<file path="src/rtl/sync_fifo_dpmem_pkg.sv">
// -----------------------------------------------------------------------------
// sync_fifo_dpmem_pkg
// Shared constants for the synchronous FIFO built on a dual-port memory:
//   DEF_WIDTH      default data word width in bits
//   DEF_ADD_WIDTH  default address width (depth = 2**ADD_WIDTH)
//   count_width()  width of the occupancy counter, which must hold 0..depth
// -----------------------------------------------------------------------------
`timescale 1ns/1ps
package sync_fifo_dpmem_pkg;

  localparam int DEF_WIDTH     = 8;
  localparam int DEF_ADD_WIDTH = 4;

  // One extra bit so the counter can represent a completely full FIFO.
  function automatic int count_width(input int add_width);
    return add_width + 1;
  endfunction

endpackage

</file>
<file path="src/rtl/dpmem_param.sv">
// -----------------------------------------------------------------------------
// dpmem_param
// WIDTH x 2**ADD_WIDTH single-clock memory: registered write port, asynchronous
// read port. Contents are not reset.
// Ports:
//   clk_i    clock, rising edge
//   we_i     write enable
//   waddr_i  write address
//   wdata_i  write data
//   raddr_i  read address
//   rdata_o  read data, combinational from raddr_i
// -----------------------------------------------------------------------------
`timescale 1ns/1ps
module dpmem_param #(
  parameter int WIDTH     = 8,
  parameter int ADD_WIDTH = 4
) (
  input  logic                 clk_i,
  input  logic                 we_i,
  input  logic [ADD_WIDTH-1:0] waddr_i,
  input  logic [WIDTH-1:0]     wdata_i,
  input  logic [ADD_WIDTH-1:0] raddr_i,
  output logic [WIDTH-1:0]     rdata_o
);

  logic [WIDTH-1:0] mem_q [2**ADD_WIDTH];

  always_ff @(posedge clk_i) begin
    if (we_i) begin
      mem_q[waddr_i] <= wdata_i;
    end
  end

  assign rdata_o = mem_q[raddr_i];

endmodule

</file>
<file path="src/rtl/sync_fifo_dpmem.sv">
// -----------------------------------------------------------------------------
// sync_fifo_dpmem
// Synchronous FIFO on a dual-port memory with a registered, 1-cycle-latency
// read output. Optional sticky error flags are built when the macro
// SYNC_FIFO_DPMEM_ERR_FLAGS_EN is defined; otherwise Overflow/Underflow are 0
// and ClrErr is ignored.
// Ports:
//   Clk         clock, rising edge
//   Rst         asynchronous active-high reset
//   Wen/Datain  write request and data (accepted when not Full)
//   Ren         read request (accepted when not Empty)
//   Dataout     registered read data, IDELOUTPUT when no read was accepted
//   Rvalid      Dataout holds a popped word
//   Full/Empty  occupancy status from the registered count
//   AlmostFull  Count >= AF_LEVEL
//   Count       words stored, 0..2**ADD_WIDTH
//   ClrErr      clears the sticky error flags
//   Overflow    sticky: a write was refused
//   Underflow   sticky: a read was refused
// -----------------------------------------------------------------------------
`timescale 1ns/1ps
module sync_fifo_dpmem
  import sync_fifo_dpmem_pkg::*;
#(
  parameter int               WIDTH      = DEF_WIDTH,
  parameter int               ADD_WIDTH  = DEF_ADD_WIDTH,
  parameter logic [WIDTH-1:0] IDELOUTPUT = '0,
  parameter int               AF_LEVEL   = 2**ADD_WIDTH - 2
) (
  input  logic                                Clk,
  input  logic                                Rst,
  input  logic                                Wen,
  input  logic [WIDTH-1:0]                    Datain,
  input  logic                                Ren,
  output logic [WIDTH-1:0]                    Dataout,
  output logic                                Rvalid,
  output logic                                Full,
  output logic                                Empty,
  output logic                                AlmostFull,
  output logic [count_width(ADD_WIDTH)-1:0]   Count,
  input  logic                                ClrErr,
  output logic                                Overflow,
  output logic                                Underflow
);

  localparam int            CW     = count_width(ADD_WIDTH);
  localparam logic [CW-1:0] DEPTH  = CW'(2**ADD_WIDTH);
  localparam logic [CW-1:0] AF_LVL = CW'(AF_LEVEL);

  logic [ADD_WIDTH-1:0] wptr_q, wptr_d;
  logic [ADD_WIDTH-1:0] rptr_q, rptr_d;
  logic [CW-1:0]        count_q, count_d;
  logic [WIDTH-1:0]     dout_q, dout_d;
  logic                 rvalid_q, rvalid_d;
  logic [WIDTH-1:0]     mem_rdata;
  logic                 wr_ok, rd_ok;

  assign Full       = (count_q == DEPTH);
  assign Empty      = (count_q == '0);
  assign AlmostFull = (count_q >= AF_LVL);

  // A write is refused when full even if a read frees a slot this cycle; a
  // read on an empty FIFO never falls through to the word being written.
  assign wr_ok = Wen & ~Full;
  assign rd_ok = Ren & ~Empty;

  dpmem_param #(
    .WIDTH     (WIDTH),
    .ADD_WIDTH (ADD_WIDTH)
  ) u_mem (
    .clk_i   (Clk),
    .we_i    (wr_ok),
    .waddr_i (wptr_q),
    .wdata_i (Datain),
    .raddr_i (rptr_q),
    .rdata_o (mem_rdata)
  );

  always_comb begin
    wptr_d   = wptr_q;
    rptr_d   = rptr_q;
    count_d  = count_q;
    dout_d   = IDELOUTPUT;
    rvalid_d = 1'b0;
    // Pointers are exactly ADD_WIDTH bits wide, so they wrap depth-1 -> 0.
    if (wr_ok) begin
      wptr_d = wptr_q + 1'b1;
    end
    if (rd_ok) begin
      rptr_d   = rptr_q + 1'b1;
      dout_d   = mem_rdata;
      rvalid_d = 1'b1;
    end
    case ({wr_ok, rd_ok})
      2'b10:   count_d = count_q + CW'(1);
      2'b01:   count_d = count_q - CW'(1);
      default: count_d = count_q;
    endcase
  end

  always_ff @(posedge Clk or posedge Rst) begin
    if (Rst) begin
      wptr_q   <= '0;
      rptr_q   <= '0;
      count_q  <= '0;
      dout_q   <= IDELOUTPUT;
      rvalid_q <= 1'b0;
    end else begin
      wptr_q   <= wptr_d;
      rptr_q   <= rptr_d;
      count_q  <= count_d;
      dout_q   <= dout_d;
      rvalid_q <= rvalid_d;
    end
  end

  assign Dataout = dout_q;
  assign Rvalid  = rvalid_q;
  assign Count   = count_q;

`ifdef SYNC_FIFO_DPMEM_ERR_FLAGS_EN
  logic ovf_q, ovf_d;
  logic unf_q, unf_d;

  // Clear first, then set: a refusal coincident with ClrErr keeps the flag.
  always_comb begin
    ovf_d = ClrErr ? 1'b0 : ovf_q;
    unf_d = ClrErr ? 1'b0 : unf_q;
    if (Wen && Full) begin
      ovf_d = 1'b1;
    end
    if (Ren && Empty) begin
      unf_d = 1'b1;
    end
  end

  always_ff @(posedge Clk or posedge Rst) begin
    if (Rst) begin
      ovf_q <= 1'b0;
      unf_q <= 1'b0;
    end else begin
      ovf_q <= ovf_d;
      unf_q <= unf_d;
    end
  end

  assign Overflow  = ovf_q;
  assign Underflow = unf_q;
`else
  logic unused_clrerr;
  assign unused_clrerr = ClrErr;
  assign Overflow      = 1'b0;
  assign Underflow     = 1'b0;
`endif

endmodule

</file>
<file path="config.mk">
export PLATFORM = sky130hd
export DESIGN_NAME = sync_fifo_dpmem
export DESIGN_NICKNAME = d
export VERILOG_FILES = /design/src/rtl/sync_fifo_dpmem_pkg.sv /design/src/rtl/dpmem_param.sv /design/src/rtl/sync_fifo_dpmem.sv
export SDC_FILE = /design/constraint.sdc
export NUM_CORES = 1
export LEC_CHECK = 0
export CAP_MARGIN = 20
export CORE_MARGIN = 2
export CORE_UTILIZATION = 53
export DETAILED_ROUTE_END_ITERATION = 12
export GPL_TIMING_DRIVEN = 0
export PLACE_DENSITY_LB_ADDON = 0.12
export SYNTH_ARGS = -nofsm -noshare
export SYNTH_HDL_FRONTEND = slang
export SYNTH_SLANG_ARGS = --single-unit
export TNS_END_PERCENT = 100
</file>
<file path="constraint.sdc">
create_clock -name Clk -period 2.8 [get_ports Clk]
set_clock_uncertainty 0.1 [all_clocks]
set_input_delay 0.56 -clock Clk [delete_from_list [all_inputs] [get_ports Clk]]
set_output_delay 0.56 -clock Clk [all_outputs]
set_load 0.02 [all_outputs]
</file>
# Word-level counts from Yosys, hierarchy flattened
# Memory sizes are Yosys's and may differ from the RTL's.
# Index checks and enable logic that the tools add are counted.
# word_totals
reg_bits	22
latchBits	0
ram_bits	128
mem_bits_ro	0
input_bits	13
out_inout_bits	19
elab_cells	25
memories	1
# classes
n_addsub	4
n_mul	0
div_mod_pow	0
order_cmp	1
n_eq_ne	3
shift	0
muxes	5
bitwise_logic	4
n_reduce_logical	2
# mem_list
name	words	width	rd	rd_clocked_by_memory_dff	wr	line	source
u_mem.mem_q	16	8	1	0	1	dpmem_param.sv:26	logic [WIDTH-1:0] mem_q [2**ADD_WIDTH];
# ops
op	n
5-bit case mux with 2 select lines	1
4-bit by 1-bit adder with 4-bit output, second input constant	2
8-bit 2-to-1 mux	1
5-bit by 1-bit adder with 5-bit output, second input constant	1
5-bit == test, second input constant	1
5-bit by 4-bit greater-or-equal comparator with 1-bit output, second input constant	1
5-bit logical NOT	1
5-bit by 1-bit subtractor with 5-bit output, second input constant	1
1-bit 2-to-1 mux	3
1-bit AND	2
2-bit by 1-bit == test with 1-bit output, second input constant	1
2-bit == test, second input constant	1
1-bit inverter	2
2-bit nonzero test	1

# Logic depth before layout (Yosys ltp)
# Gate-level depths: netlist (run 1).
# logic_depth
word_depth	5
ltp_mapped	14
depth_no_buf	11

# Cells and area by module
# From an unflattened synthesis (run 1), not the netlist that was laid out.
# unflattened
cells_unflattened	311
hier_area_um2	6039.5
# by_module_without_submodules
module	instances	cells_each	area_per_inst_um2	seq_area_each_um2
dpmem_param	1	221	4987.3	3843.7
sync_fifo_dpmem	1	90	1052.3	550.5

# Least setup slack after synthesis (run 1)
# Ideal clock, no wire load.
# synth_path
kind	reg-to-reg
startpoint	register count_q[1], in the netlist Count[1]
endpoint	register count_q[4], in the netlist Count[4]
setup_time_ns	0.081
arrival_ns	3.115
required_time_ns	2.619
setup_slack_ns	-0.495
path_stages_with_launch	15
path_buffers	3
period_less_slack_ns	3.295
path_cell_list	dfrtp_1 -> buf_6 -> or3_4 -> nor3_4 -> nand2b_4 -> buf_12 -> inv_6 -> ha_1 -> clkbuf_1 -> xor2_1 -> ha_1 -> a21oi_1 -> or3b_2 -> a31oi_1 -> xor2_1
# synth_via
elab_chain_len	5
elab_cells_between_ends	12
cone_classes	2 x add/sub; 3 x eq/ne; 1 x mux; 4 x bitwise; 2 x reduce/logical
# synth_lines
element	line	source
start: declaration	sync_fifo_dpmem.sv:52	logic [CW-1:0] count_q, count_d;
start signal: assignment	sync_fifo_dpmem.sv:111	count_q <= count_d;
5-bit logical NOT (*)	sync_fifo_dpmem.sv:59	assign Empty = (count_q == '0);
named net Empty	sync_fifo_dpmem.sv:38	output logic Empty,
1-bit inverter (*)	sync_fifo_dpmem.sv:65	assign rd_ok = Ren & ~Empty;
1-bit AND (*)	sync_fifo_dpmem.sv:65	
named net rd_ok	sync_fifo_dpmem.sv:56	logic wr_ok, rd_ok;
2-bit by 1-bit == test with 1-bit output / 2-bit == test (equally long branches)	sync_fifo_dpmem.sv:94	case ({wr_ok, rd_ok})
5-bit case mux with 2 select lines / 2-bit nonzero test (equally long branches)	-	
# The timed path passes the listed nets; every way through them passes the cells marked *.
# A chain may end at the register's enable or synchronous reset.

# Worst setup path after layout (run 1)
# layout_path
startpoint	register count_q[3], in the netlist Count[3]
endpoint	register count_q[4], in the netlist Count[4]
# layout_via
elab_chain_len	5
elab_cells_between_ends	12
cone_classes	2 x add/sub; 3 x eq/ne; 1 x mux; 4 x bitwise; 2 x reduce/logical
# layout_lines
element	line
5-bit logical NOT (*)	sync_fifo_dpmem.sv:59
1-bit inverter (*)	sync_fifo_dpmem.sv:65
1-bit AND (*)	sync_fifo_dpmem.sv:65
named net rd_ok	sync_fifo_dpmem.sv:56
2-bit by 1-bit == test with 1-bit output / 2-bit == test (equally long branches)	sync_fifo_dpmem.sv:94
5-bit case mux with 2 select lines / 2-bit nonzero test (equally long branches)	-
# Marked as above.

==> results of run 1 <==
## sequential cells by signal, summed over array words and instances, names as in the netlist
| signal | cells |
|---|---|
| Dataout | 8 |
| Rvalid | 1 |
| Count | 5 |
| wptr_q | 4 |
| u_mem.mem_q | 128 |
| rptr_q | 4 |
## final timing paths
check	to	slack (ps)	cells after the start
max in group asynchronous	Count[1]	1460	2
worst max register to register	Count[4]	100	11
min in group Clk	Count[3]	530	2
worst max-delay path	Count[4]	100	11
worst min-delay path	rptr_q[1]	530	2
worst min register to register	Count[3]	530	2
## what timing repair did
item / 4_1_cts / 5_1_grt
pin swaps: 5 / 6
endpoints found under the hold margin: 0 / 0
gates cloned: 0 / 0
resized for setup: 6 / 3
setup buffers: 6 / 3
endpoints found under the setup margin: 4 / 2
## routing by layer
| metal | up-vias | routed length (microns) | track usage |
|---|---|---|---|
| li1 | 1342 | - | - |
| met2 | 82 | 5864 | 0.3219 |
| met3 | 23 | 524 | 0.06124 |
| met1 | 1540 | 4849 | 0.2599 |
| met4 | 0 | 309 | 0.09833 |
| met5 | - | 0 | 0 |
## area by class of cell
class	instances	area [sq um]	area share
tap	143	178.9	0.02455
clock inverter	12	173.9	0.02386
multi-input combinational	140	1592	0.2184
inverter	5	26.28	0.003605
timing repair buffer	37	350.3	0.04807
sequential	150	4398	0.6034
buffer	17	102.6	0.01408
clock buffer	20	466.7	0.06403
## worst max-delay path, delay by kind of cell, from the launching register on
| kind | cells | cell delay, ps |
|---|---|---|
| AOI/OAI and AO/OA | 2 | 200 |
| xor gates and xnor gates | 2 | 300 |
| adders and majority gates | 2 | 390 |
| buffers and inverters | 1 | 50 |
| DFF | 1 | 400 |
| and+or+nand+nor | 4 | 1180 |
## power groups by stage
stage / clock network (mW) / registers (mW) / logic, mW
2_1_floorplan: 0 / 3.04 / 1.56
3_3_place_gp: 0 / 2.97 / 2.31
3_5_place_dp: 0 / 2.98 / 2.36
4_1_cts: 2.46 / 2.93 / 2.46
5_1_grt: 2.55 / 2.95 / 2.63
6_report: 2.43 / 2.92 / 2.43
## logic make-up (layout without fill, tap and decap cells)
group,after synthesis,count (layout),synth area share
compound gates,26,26,0.03119
xor+xnor,12,12,0.01735
fa+ha+maj,8,8,0.01653
buf+inv,25,91,0.02664
flops,150,150,0.7255
mux,42,42,0.1365
other cells,1,2,0.0006191
simple gates,50,50,0.04565
## Yosys cell counts (2+ instances only)
library cell	instances	area [sq um]
xnor2_1	6	52.55
nor2b_1	9	56.30
nor2_1	13	48.80
o21ai_0	2	10.01
buf_6	4	45.04
buf_2	3	15.01
buf_1	2	7.510
a211oi_1	16	120.1
mux4_2	32	720.7
a21oi_1	3	15.01
nand2_1	9	33.78
clkbuf_1	6	22.52
edfxtp_1	128	3844
nor3_1	5	25.02
inv_1	4	15.01
xor2_1	6	52.55
dfrtp_1	22	550.5
nand4_1	2	12.51
buf_4	3	22.52
mux2i_1	8	80.08
nand2b_1	4	25.02
ha_1	8	100.1
## per-stage QoR
| stage | power (mW) | worst slack [ps] | setup TNS (ps) | hold WS (ps) |
|---|---|---|---|---|
| after floorplan | 4.604 | -288.7 | -382.8 | 449.1 |
| after global placement | 5.277 | -545.2 | -17430 | 443.4 |
| after detailed placement | 5.346 | -475.3 | -7577 | 458.6 |
| after CTS | 7.847 | 5.555 | 0 | 531.8 |
| after global routing | 8.138 | -38.51 | -38.51 | 549.8 |
| final | 7.780 | 96.36 | 0 | 527.9 |
==> impl_metrics.yaml, run 1 <==
pwr:
  max-vdd-ir-drop_mv: 0.8132
  switching_share: 0.2964
  p_per_area_nw_per_um2: 1068
  clkPwrFrac: 0.312
  intPower_mw: 5.474
  pwr-share-comb: 0.313
  leakagePower_nw: 2.493
  switchingPower_mw: 2.306
  p_seq_frac: 0.376
setup_path:
  crit_path_start_kind: "flop"
  slowest_delay_ps: 400
  arrival_ps: 2950
  cp.required_ps: 3050
  critPathCaptureType: "flop"
  cp_max_fo: 7
  startpoint: "Count[3]"
  rr_startpoint: "Count[3]"
  cp_cell_sequence: "or3_4 > nor3_4 > nand2b_4 > inv_8 > ha_4 > xor2_2 > ha_2 > a21oi_2 > or3b_4 > a31oi_4 > xor2_1"
  critPathKind: "reg -> reg"
  cp_slowest_cell: "dfrtp_2"
floorplan:
  pin_count: 32
  start_util: 0.5374
  die_w_microns: 110.9
  fp.dieH_microns: 110.9
  core-area_sq_um: 11270
  die_area_sq_um: 12300
  placementRows: 39
synth:
  avgSynthCellArea_sq_um: 19.29
  ys_seq_area_frac: 0.7255
  synth-main-ff-cell: "edfxtp_1"
  yosys_warnings: 0
  synthCells: 314
  synth_edf_count: 128
  async_reset_ff_frac: 0.1467
  syn_area_sq_um: 6057
  ys_ff_latch: 150
  ys_types: 41
timing:
  max_clock_freq_mhz: 369.9
  setup_viol: 0
  period_minus_slack_ps: 2704
  rsz0062_at_grt: "yes"
  fin_crit_sh: 0.9656
  drv_slew: 0
  maxSlewHeadroom: 0.3650
  hold_viol: 0
  worstMarginPinSlew_ps: 948.9
grt:
  grt_pass1_wl_microns: 17920
  grtUsageTotal: 0.2034
  antenna_found_initial: 0
  grt_max_degree: 23
  grt_pass1_vias: 3175
  gr-total-overflow: 0
layout:
  drive_gt1_frac: 0.2782
  final_common_cell: "edfxtp_1"
  diodes: 0
  nFillCells: 793
  nNetsFinal: 389
  fin_cells: 524
  post-route-util: 0.6466
  syn2layout_area_growth_pct: 20.33
  fin_area_sq_um: 7288
  layout_common_cells: "128 x edfxtp_1, 32 x mux4_2, 27 x clkdlybuf4s50_1"
clock_network:
  clock_latency_ps: 420
  root_buffer: "clkbuf_16"
  holdBufCountCts: 0
  cts_tree: "done"
  clk_pin_slew_ps: 60
  cts_sinks: 150
  cts_htree_levels: 4
  cts_buffer_depth: 2
  cts_buffers: 17
place:
  dp.cells: 486
  place.gp.congestion: 0.7856
  numPortBuffers: 28
  placed_area_sq_um: 6576
  place_hpwl_microns: 7347
drt:
  drt-total-wl_microns: 11550
  vias_per_cell: 5.700
  routedWlPerCell_microns: 22.04
  vias: 2987
  drc: 0
  first_iter_violations: 320
  ant_nets: 0
  drtPass1Iterations: 4
job:
  drv_cap: 0
hold_path:
  hold_class: "in -> async"
status:
  status: "complete, no violations"
Note: power is estimated with default switching activity, not from simulation.
==> run 2, diff against run 1 <==
Settings changed: CORE_UTILIZATION 53 to 59, PLACE_DENSITY from default to 0.79, PLACE_DENSITY_LB_ADDON 0.12 to default.
Clock period 2.8 ns to 2.9 ns, I/O delays scaled along.
==> run 2 against run 1 <==
  * Via count grew 3.8%
  * Count of clock-buffer cells in the layout shrank 3
  * Die area fell by 9.8%
  * Non-clock buffer count is 4 higher
  * Final cell count is 1.1% lower
  * Wire length rose by 3.2%
  * Design area fell by 0.79%
  * Flip-flop and latch count unchanged
  * Worst setup slack got worse by 36 ps
  * Utilization rose by 8.6 points
  * Critical endpoint unchanged
  * Highest routed layer unchanged
==> impl_metrics.yaml, run 2 (synthesis gave the netlist of run 1 again) <==
clock_network:
  root_buffer: "clkbuf_8"
  clock_latency_ps: 520
  cts_buffer_depth: 2
  clk_pin_slew_ps: 70
  cts_htree_levels: 4
  cts_sinks: 150
  cts_buffers: 17
  cts_tree: "done"
place:
  place.gp.congestion: 0.7447
  placed_area_sq_um: 6569
  place_hpwl_microns: 7546
  numPortBuffers: 28
drt:
  vias: 3101
  ant_nets: 0
  drc: 0
  first_iter_violations: 270
  vias_per_cell: 5.986
  routedWlPerCell_microns: 23.02
  drt-total-wl_microns: 11920
  drtPass1Iterations: 5
grt:
  grtUsageTotal: 0.2336
  grt_max_degree: 23
  grt_pass1_wl_microns: 18400
  gr-total-overflow: 0
  antenna_found_initial: 0
  grt_pass1_vias: 3226
timing:
  hold_viol: 0
  worstMarginPinSlew_ps: 934.6
  fin_crit_sh: 0.9791
  max_clock_freq_mhz: 352.2
  drv_slew: 0
  rsz0062_at_grt: "yes"
  setup_viol: 0
  period_minus_slack_ps: 2839
  maxSlewHeadroom: 0.3746
status:
  status: "complete, no violations"
layout:
  largest_register: "u_mem.mem_q"
  post-route-util: 0.7330
  syn2layout_area_growth_pct: 19.38
  drive_gt1_frac: 0.2727
  layout_common_cells: "128 x edfxtp_1, 32 x mux4_2, 26 x clkdlybuf4s50_1"
  ff_latch_area_sq_um: 4399
  nFillCells: 575
  final_common_cell: "edfxtp_1"
  multi_input_area_sq_um: 1569
  largest_reg_flops: 128
  diodes: 0
  nNetsFinal: 393
  fin_area_sq_um: 7231
setup_path:
  critPathCaptureType: "flop"
  cp.required_ps: 3240
  cp_max_fo: 9
  reg2reg_to: "Count[4]"
  critPathKind: "reg -> reg"
  rr_startpoint: "Count[2]"
  arrival_ps: 3180
  worstRegToRegCells: 12
  crit_path_start_kind: "flop"
  rrSetupSlack_ps: 60
pwr:
  intPower_mw: 4.912
  switchingPower_mw: 2.396
  finalPower_mw: 7.308
  p_seq_frac: 0.386
  clkPwrFrac: 0.284
  switching_share: 0.3279
  pwr-share-comb: 0.329
  leakagePower_nw: 2.498
  p_per_area_nw_per_um2: 1011
  max-vdd-ir-drop_mv: 0.6664
hold_path:
  hold_class: "in -> async"
floorplan:
  die_area_sq_um: 11090
  pin_count: 32
  core-area_sq_um: 9864
  placementRows: 36
  start_util: 0.6140
  fp.dieH_microns: 105.3
  die_w_microns: 105.3
job:
  drv_cap: 0
-- run 2: worst max path at each step --
stage / end / depth (start not counted) / start / slack, ps
2_1_floorplan: Count[4] / 14 / Count[1] / -190
3_3_place_gp: u_mem.mem_q[2][4] / 4 / Wen / -350
3_5_place_dp: Count[4] / 11 / Wen / -360
4_1_cts: Full / 3 / Count[0] / 30
5_1_grt: Count[4] / 12 / Count[2] / -90
6_report: Count[4] / 12 / Count[2] / 60
-- run 2: power groups by stage --
stage	clock network (mW)	logic, mW	registers, mW
after floorplan	0	1.51	2.94
after global placement	0	2.20	2.85
after detailed placement	0	2.27	2.88
after CTS	2.09	2.38	2.82
after global routing	2.19	2.58	2.85
final	2.08	2.41	2.82
-- run 2: timing repair --
action | CTS | global route
gates resized for setup | 3 | 5
setup endpoints to repair | 3 | 2
endpoints found under the hold margin | 0 | 0
hold buffers | 0 | 0
pin swaps | 2 | 4
setup buffers | 5 | 4
-- run 2: layout make-up --
class	count	share of cell area
Sequential cell	150	0.6084
Buffer	18	0.01696
Tap cell	133	0.02301
Multi-Input combinational cell	140	0.2170
Clock buffer	17	0.05728
Clock inverter	15	0.02215
Timing Repair Buffer	40	0.05157
Inverter	5	0.003634
-- run 2: per-layer routing --
layer | share of wire | GRT usage | wire (microns) | vias up
li1 | - | - | - | 1355
met1 | 0.38 | 0.2850 | 4495 | 1589
met2 | 0.53 | 0.3991 | 6274 | 130
met3 | 0.059 | 0.06246 | 702 | 27
met4 | 0.038 | 0.09238 | 450 | 0
met5 | 0 | 0 | 0 | -
-- run 2: metrics by stage --
stage	setup slack [ps]	hold WS [ps]	setup TNS, ps	cells
after detailed placement	-356.8	456.0	-592.8	479
after floorplan	-188.7	469.1	-188.7	315
after global routing	-90.42	518.9	-90.42	518
final	60.66	457.3	0	518
after global placement	-351.4	444.1	-10780	476
after CTS	26.26	473.9	0	515
-- run 2: critical path: stages, from the launching register on --
cell	delay [ps]
dfrtp_2	410
or3_4	400
nor3_4	180
nand2b_4	160
buf_12	110
inv_8	40
ha_4	190
xor2_1	160
ha_2	230
a21oi_2	60
or3b_4	380
a31oi_4	190
xor2_1	160
==> run 3, diff against run 2 <==
Settings changed: ABC_AREA from default to 1, CORE_UTILIZATION 59 to 60, PLACE_DENSITY 0.79 to default, PLACE_DENSITY_LB_ADDON from default to 0.12.
==> run 3 against run 2 <==
  * Die area up 9.1%
  * Wire length up 34%
  * Combinational power up 22%
  * Critical path depth up 6
  * Power up 5.5%
  * Flip-flop and latch count unchanged
  * Fmax up 5.8%
  * Register-to-register slack better by 150 ps
  * Clock power down 6%
  * Area after synthesis up 11%
  * Critical path type unchanged
  * Worst hold slack better by 22 ps
  * First-iteration DRC count up 120%
==> impl_metrics.yaml, run 3 <==
status:
  status: "complete, no violations"
synth:
  ys_seq_area_frac: 0.6515
  synth-main-ff-cell: "edfxtp_1"
  ys_ff_latch: 150
  synthCells: 686
  yosys-top-cells-count: "204 x nand2_1, 131 x inv_1, 128 x edfxtp_1, 96 x nand3_1, 31 x nor2_1"
  synth_top_cell_area_share: 0.5698
  synth_most_common_cell: "nand2_1"
  avgSynthCellArea_sq_um: 9.833
  synth.area.top_cells: "edfxtp_1 57%, nand2_1 11%, dfrtp_1 8.2%"
  syn_area_sq_um: 6745
  yosys.area.top_type: "edfxtp_1"
  yosys_warnings: 0
  synth_edf_count: 128
  ys_types: 22
  async_reset_ff_frac: 0.1467
setup_path:
  cp_max_fo: 12
  critPathKind: "reg -> reg"
  critPathCaptureType: "flop"
  crit_path_start_kind: "flop"
  arrival_ps: 3010
  cp.required_ps: 3230
  reg2reg_to: "Count[4]"
  rr_startpoint: "Count[0]"
  rrSetupSlack_ps: 220
  worstRegToRegCells: 18
timing:
  maxSlewHeadroom: 0.3373
  setup_viol: 0
  worstMarginPinSlew_ps: 993.0
  max_clock_freq_mhz: 372.5
  fin_crit_sh: 0.9257
  finalWorstSetupSlack_ps: 215.5
  drv_slew: 0
  hold_viol: 0
  period_minus_slack_ps: 2685
  rsz0062_at_grt: "no"
layout:
  diodes: 0
  final_common_cell: "nand2_1"
  largest_reg_flops: 128
  nNetsFinal: 761
  layout_common_cells: "202 x nand2_1, 131 x inv_1, 128 x edfxtp_1"
  largest_register: "u_mem.mem_q"
  syn2layout_area_growth_pct: 15.14
  drive_gt1_frac: 0.08499
  nFillCells: 792
  post-route-util: 0.7133
drt:
  first_iter_violations: 584
  drtPass1Iterations: 6
  drc: 0
  vias_per_cell: 5.490
  ant_nets: 0
  drt-total-wl_microns: 15970
  vias: 4903
  routedWlPerCell_microns: 17.88
floorplan:
  fp.dieH_microns: 110.0
  die_area_sq_um: 12110
  placementRows: 38
  die_w_microns: 110.0
  start_util: 0.6195
  core-area_sq_um: 10890
  pin_count: 32
pwr:
  leakagePower_nw: 3.524
  p_per_area_nw_per_um2: 992.9
  max-vdd-ir-drop_mv: 0.6009
grt:
  grt_max_degree: 23
  grt_pass1_wl_microns: 24310
  gr-total-overflow: 0
  grt_pass1_vias: 4697
  grtUsageTotal: 0.2836
  antenna_found_initial: 0
hold_path:
  hold_class: "in -> async"
clock_network:
  clock_latency_ps: 540
  cts_sinks: 150
  cts_buffer_depth: 2
  holdBufCountCts: 0
  cts_buffers: 17
  cts_htree_levels: 4
  clk_pin_slew_ps: 60
  root_buffer: "clkbuf_8"
  cts_tree: "done"
place:
  place.gp.congestion: 0.8498
  place_hpwl_microns: 10040
  dp_slack_ps: -127.1
  numPortBuffers: 28
job:
  drv_cap: 0
## run 3: cell types whose count changed after synthesis, sizes merged, moves of 7 or more
| cell | delta |
|---|---|
| a211oi | -16 |
| a21oi | +7 |
| buf | +16 |
| inv | +129 |
| mux2i | -8 |
| mux4 | -32 |
| nand2 | +195 |
| nand3 | +95 |
| nor2 | +18 |
| nor2b | -9 |
## run 3: what timing repair did
item,CTS,global route
hold endpoints to repair,0,0
buffers inserted,0,3
setup endpoints to repair,0,1
resized for setup,0,5
## run 3: per-layer routing
metal | GRT usage | share of wire | wire [microns]
met2 | 0.4465 | 0.48 | 7643
met5 | 0 | 0 | 0
met1 | 0.3895 | 0.40 | 6433
met4 | 0.1347 | 0.030 | 474
met3 | 0.04527 | 0.089 | 1417
## run 3: logic make-up after synthesis
family / Yosys count / share of synthesized area
AOI/OAI and AO/OA: 16 / 0.01206
xor gates and xnor gates: 9 / 0.01169
adders and majority gates: 8 / 0.01484
buffers and inverters: 166 / 0.1033
DFF: 150 / 0.6515
other: 1 / 0.0005559
and+or+nand+nor: 336 / 0.2061
## run 3: how the worst max path moves through the flow
stage,from,end,slack (ps),depth (start not counted)
6_report,Count[0],Count[4],220,18
5_1_grt,Count[0],Count[4],3,18
4_1_cts,Count[0],Count[4],130,18
3_5_place_dp,Ren,Count[4],-130,16
3_3_place_gp,Ren,Count[4],-40,16
2_1_floorplan,Count[0],Count[4],440,16
## run 3: final cells by class
type                            count  area, sq um  share of cell area
Sequential cell                   150         4397              0.5661
Tap cell                          140        175.2             0.02256
Clock buffer                       27        461.7             0.05945
Timing Repair Buffer               34        320.3             0.04124
Inverter                          135        506.7             0.06525
Multi-Input combinational cell    371         1665              0.2144
Clock inverter                      5        50.05            0.006444
Buffer                             31        190.2             0.02449
## run 3: per-stage QoR
stage / TNS (ps) / area, sq um / total power, mW / hold slack, ps / cells
after floorplan: 0 / 6749 / 4.718 / 458.1 / 687
after global placement: -35.99 / 7204 / 5.578 / 459.7 / 855
after detailed placement: -127.1 / 7209 / 5.664 / 480.6 / 856
after CTS: 0 / 7721 / 7.617 / 490.8 / 888
after global routing: 0 / 7766 / 8.096 / 510.0 / 893
final: 0 / 7766 / 7.711 / 479.4 / 893
## run 3: power by group
| part | total, mW | switching (mW) | leakage [nW] | internal [mW] |
|---|---|---|---|---|
| Sequential | 2.83 | 0.154 | 1.42 | 2.68 |
| Combinational | 2.93 | 1.95 | 1.85 | 0.981 |
| Clock | 1.95 | 0.795 | 0.252 | 1.16 |
## run 3: critical path, cell delays in order (launching register included)
cell     delay [ps]
dfrtp_2         440
nor2_2          140
nand4_1         140
nand2_2         130
inv_1           100
buf_4           200
ha_1            180
buf_2           160
nand2_1          80
inv_1            50
nor2_1          120
ha_1            170
a21oi_1          60
nor2_1          180
nand2_1         100
nand2_1          70
nand2_1          40
nand3_1          60
nand2_1          50
